`src/rtl/dsp_sub_i8_i8_i8.sv`:
```
// Signed 8-bit subtractor y = a - b (modulo 2^8), built like a DSP ALU in Z - X mode.
// Define DSP_SUB_PREG_EN to enable the P register (1-cycle latency, sync reset clears y).
module dsp_sub_i8_i8_i8 #(
  parameter int WIDTH = 8,
  parameter int ACC_W = 48
) (
  input  logic             clock,
  input  logic             reset,
  input  logic [WIDTH-1:0] a,
  input  logic [WIDTH-1:0] b,
  output logic [WIDTH-1:0] y
);

  logic [ACC_W-1:0]       a_ext;
  logic [ACC_W-1:0]       b_ext;
  logic [ACC_W-1:0]       p;
  logic [ACC_W-WIDTH-1:0] p_hi_unused;
  logic [WIDTH-1:0]       y_d;

  always_comb begin
    a_ext = {{(ACC_W-WIDTH){a[WIDTH-1]}}, a};
    b_ext = {{(ACC_W-WIDTH){b[WIDTH-1]}}, b};
    // Z - X computed as Z + ~X with carry-in 1, the way the ALU subtracts.
    p = a_ext + ~b_ext + {{(ACC_W-1){1'b0}}, 1'b1};
    {p_hi_unused, y_d} = p;
  end

`ifdef DSP_SUB_PREG_EN
  logic [WIDTH-1:0] y_q;

  // NOTE: state is updated with non-blocking (<=) so every flop samples pre-edge values.
  always_ff @(posedge clock) begin
    if (reset) y_q <= '0;
    else       y_q <= y_d;
  end

  assign y = y_q;
`else
  // Ports kept so both builds share one port list; they drive nothing here.
  logic ctrl_unused;
  assign ctrl_unused = clock ^ reset;
  assign y = y_d;
`endif

endmodule

```
`config.mk`:
```
export PLATFORM = sky130hd
export DESIGN_NAME = dsp_sub_i8_i8_i8
export DESIGN_NICKNAME = d
export VERILOG_FILES = /design/src/rtl/dsp_sub_i8_i8_i8.sv
export SDC_FILE = /design/constraint.sdc
export NUM_CORES = 1
export LEC_CHECK = 0
export CAP_MARGIN = 10
export CORE_AREA = 2 2 39 41
export DETAILED_ROUTE_END_ITERATION = 12
export DIE_AREA = 0 0 41 43
export REMOVE_ABC_BUFFERS = 1
export SYNTH_ARGS = -nofsm -noshare
export SYNTH_HDL_FRONTEND = slang
export SYNTH_SLANG_ARGS = --single-unit
```
`constraint.sdc`:
```
create_clock -name vclk -period 3.6
set_input_delay 1.08 -clock vclk [all_inputs]
set_output_delay 1.08 -clock vclk [all_outputs]
set_load 0.02 [all_outputs]
```
# Yosys cells after proc, flatten, opt, wreduce, memory -nomap -nowiden
# Cells that the tools add are included.
# Widths: inputs -> output; s select.
word_totals:
  out_inout_bits: 8
  in_bits: 18
  reg_bits: 0
op_classes:
  n_bitwise: 1
  add_sub_neg: 2
ops:
  columns: ["operator", "count"]
  rows:
  - ["$add 8x1->8 const B", 1]
  - ["$add 8x8->8", 1]
  - ["$not 8->8", 1]

# Depth between registers and ports, before layout
logic_depth:
  depth_word: 3
  mapped_depth: 8
  ltp_nobuf: 8

# Worst setup path after synthesis
# No wires, ideal clock.
synth_timing:
  path_type: "input to output"
  from: "input port b[2]"
  to: "output port y[7]"
  t_required_ns: 2.520
  stages: 6
  arrival_ns: 2.429
  setup_slack_ns: 0.091
  path_buffers: 0
  cell_sequence: "inv_1 ha_1 o211ai_2 a21oi_2 or3_1 a31oi_1"
synth_between:
  elab_chain_len: 3
synth_lines:
  columns: ["element", "line_no", "text"]
  rows:
  - ["start, declared", "10", "input logic [WIDTH-1:0] b,"]
  - ["$not 8->8", "24", "p = a_ext + ~b_ext + {{(ACC_W-1){1'b0}}, 1'b1};"]
  - ["$add 8x8->8", "24", null]
  - ["$add 8x1->8", "24", null]
  - ["end, declared", "11", "output logic [WIDTH-1:0] y"]
# Every way passes these cells.

# Worst setup path after layout
layout_timing:
  from: "input port a[0]"
  to: "output port y[6]"
layout_between:
  elab_chain_len: 2
layout_lines:
  columns: ["element", "line_no", "text"]
  rows:
  - ["start, declared", "9", "input logic [WIDTH-1:0] a,"]
  - ["$add 8x8->8", "24", null]
  - ["$add 8x1->8", "24", null]
# Every way passes these cells.

==> flow_metrics.env <==
export IMPL_core_sq_um=1380
export IMPL_ys_warn_count=0
export IMPL_vdd_drop_max_uv=83.6
export IMPL_fin_crit_ns=3.55
export IMPL_critPathTopFamily="adder cells"
export IMPL_grt_max_degree=5
export IMPL_area_growth_syn_to_layout_pct=118
export IMPL_die_h_um=43
export IMPL_avgSynthCellArea_sq_um=7.71
export IMPL_syn_inst=43
export IMPL_fin_tns_setup_ns=0
export IMPL_cap_violations=0
export IMPL_start_util=0.240
export IMPL_worstSetupEndpointType="output pin"
export IMPL_multiInputGateArea_sq_um=390
export IMPL_crit_path_end="y[6]"
export IMPL_drcViolationCount=0
export IMPL_setup_violations=0
export IMPL_place_hpwl_um=663
export IMPL_antenna_cells=0
export IMPL_io_pins=26
export IMPL_post_synth_top_area_cell="ha_1"
export IMPL_first_iter_violations=6
export IMPL_worstPathCellList="buf_6 > inv_4 > ha_4 > inv_2 > fa_2 > a211oi_2 > o21bai_1 > a21oi_2 > xnor2_1 > buf_2"
export IMPL_first_pass_iters=4
export IMPL_nFlopsAndLatches=0
export IMPL_cp_depth=10
export IMPL_fmax_mhz=282
export IMPL_crit_arrival_ns=2.47
export IMPL_slowest_delay_ns=0.35
export IMPL_synth_distinct_cells=19
export IMPL_die_w_um=41
export IMPL_cp_required_ns=2.52
export IMPL_hold_buffers=0
export IMPL_fin_crit_sh=0.985
export IMPL_wirelength_um=900
export IMPL_drive_gt1_frac=0.557
export IMPL_syn_area_sq_um=332
export IMPL_ys_seq_area_frac=0
export IMPL_grt_pass1_wl_um=1640
export IMPL_cp_slowest_cell="fa_2"
export IMPL_critPathMaxFanout=2
export IMPL_rsz0062_at_grt="yes"
export IMPL_status="completed"
export IMPL_rows=14
export IMPL_avgRoutedWirePerCell_um=9.47
export IMPL_overflow=0
export IMPL_worst_setup_path_start_kind="input pin"
export IMPL_p_leak_nw=0.344
export IMPL_regArea_sq_um=0
export IMPL_clock_buffers=0
export IMPL_path_buf_inv=4
export IMPL_antenna_found_initial=0
export IMPL_cp_startpoint="a[0]"
export IMPL_grt_pass1_vias=404
export IMPL_vias=428
export IMPL_final_net_count=107
export IMPL_drt_vias_per_instance=4.51
export IMPL_worst_pin_slew_ns=0.206
export IMPL_nFillCells=137
export IMPL_slew_viol_final=0
export IMPL_hold_class="in -> out"
export IMPL_slew_headroom=0.861
export IMPL_dieArea_sq_um=1760
export IMPL_fin_area_sq_um=724
export IMPL_io_buffers=24
export IMPL_postRouteAntennaNets=0
export IMPL_synthTopCellsByArea="ha_1, xnor2_1, inv_1"
export IMPL_synth_top_cell_area_share=0.264
export IMPL_total_power_mw=0.141
export IMPL_gr_usage_all_layers=0.123
export IMPL_final_hold_viol_count=0
export IMPL_placed_cell_area_sq_um=644
export IMPL_pre_cts_ws_ns=-0.886
export IMPL_worstSetupPathType="in -> out"
export IMPL_place_gp_congestion=0.615
export IMPL_setup_slack_ns=0.0539
export IMPL_power_density_nw_per_um2=194
-- cell families after synthesis --
group / share of synthesized area
buffers and inverters: 0.102
xor gates and xnor gates: 0.158
AOI/OAI and AO/OA: 0.332
and+or+nand+nor: 0.0831
adders and majority gates: 0.325
-- per-layer routing --
metal	share of wire	GRT usage	vias up
li1	-	-	223
met1	0.46	0.177	190
met2	0.49	0.209	15
met3	0.048	0	0
met4	0	0	0
met5	0	0	-
-- layout by cell type (no fill, tap or decap) --
master,synthesis,final
or3_1,1,1
a21o_1,3,3
xor2_1,1,1
inv_2,0,6
clkdlybuf4s15_1,0,3
a31oi_1,2,2
ha_4,0,6
o21ai_0,1,1
buf_6,0,2
buf_4,0,11
a21o_2,1,1
clkdlybuf4s50_1,0,4
a211oi_2,0,1
xnor2_1,5,5
nand2b_1,1,1
fa_2,0,1
inv_1,9,2
ha_2,0,1
o21bai_1,1,1
or2b_1,1,1
clkbuf_2,0,4
buf_2,0,6
a21oi_1,3,1
a311o_1,1,1
nor2_1,2,2
dlygate4sd2_1,0,6
a21oi_2,1,3
o211ai_2,1,1
inv_4,0,1
-- Yosys cell counts --
| cell | number |
|---|---|
| a21oi_2 | 1 |
| ha_1 | 7 |
| o21ai_0 | 1 |
| a211oi_1 | 1 |
| nor2_1 | 2 |
| a21o_1 | 3 |
| xor2_1 | 1 |
| a311o_1 | 1 |
| a21oi_1 | 3 |
| o21bai_1 | 1 |
| or2b_1 | 1 |
| a21o_2 | 1 |
| a31oi_1 | 2 |
| fa_1 | 1 |
| xnor2_1 | 5 |
| or3_1 | 1 |
| o211ai_2 | 1 |
| inv_1 | 9 |
| nand2b_1 | 1 |
-- through the flow --
| stage | util | std cells | hold slack (ns) |
|---|---|---|---|
| final | 0.524 | 95 | 2.74 |
| after global routing | 0.524 | 95 | 2.77 |
| after CTS | 0.524 | 93 | 2.84 |
| after detailed placement | 0.466 | 90 | 3.29 |
| after global placement | 0.466 | 90 | 3.28 |
| after floorplan | - | 43 | 2.34 |
-- report_power, final --
group	total [mW]	switching, mW	internal (mW)
registers	0	0	0
clock network	0	0	0
logic	0.141	0.0674	0.0733
total	0.141	0.0674	0.0733
-- worst min-delay path, stage by stage --
cell	delay (ns)
clkbuf_2	0.09
inv_2	0.06
ha_4	0.14
buf_4	0.10
xnor2_1	0.05
buf_2	0.15
-- cell type report --
| cell class | instances | share of cell area |
|---|---|---|
| Inverter | 9 | 0.0501 |
| Multi-Input combinational cell | 34 | 0.539 |
| Tap cell | 16 | 0.0276 |
| Timing Repair Buffer | 36 | 0.383 |
-- worst min-delay path by stage --
stage | startpoint | end | slack (ns) | cells after the start
2_1_floorplan | b[0] | y[0] | 2.34 | 2
3_3_place_gp | a[0] | y[0] | 3.28 | 5
3_5_place_dp | b[0] | y[0] | 3.29 | 4
4_1_cts | a[5] | y[6] | 2.84 | 5
5_1_grt | b[4] | y[4] | 2.77 | 6
6_report | b[4] | y[4] | 2.74 | 6
-- timing repair --
item                       4_1_cts  5_1_grt
resized for setup               65       11
setup buffers                    3        2
setup endpoints to repair        7        5
hold endpoints to repair         0        0
pin swaps                       18       13
gates cloned                     0        0
(Power assumes the default switching activity.)
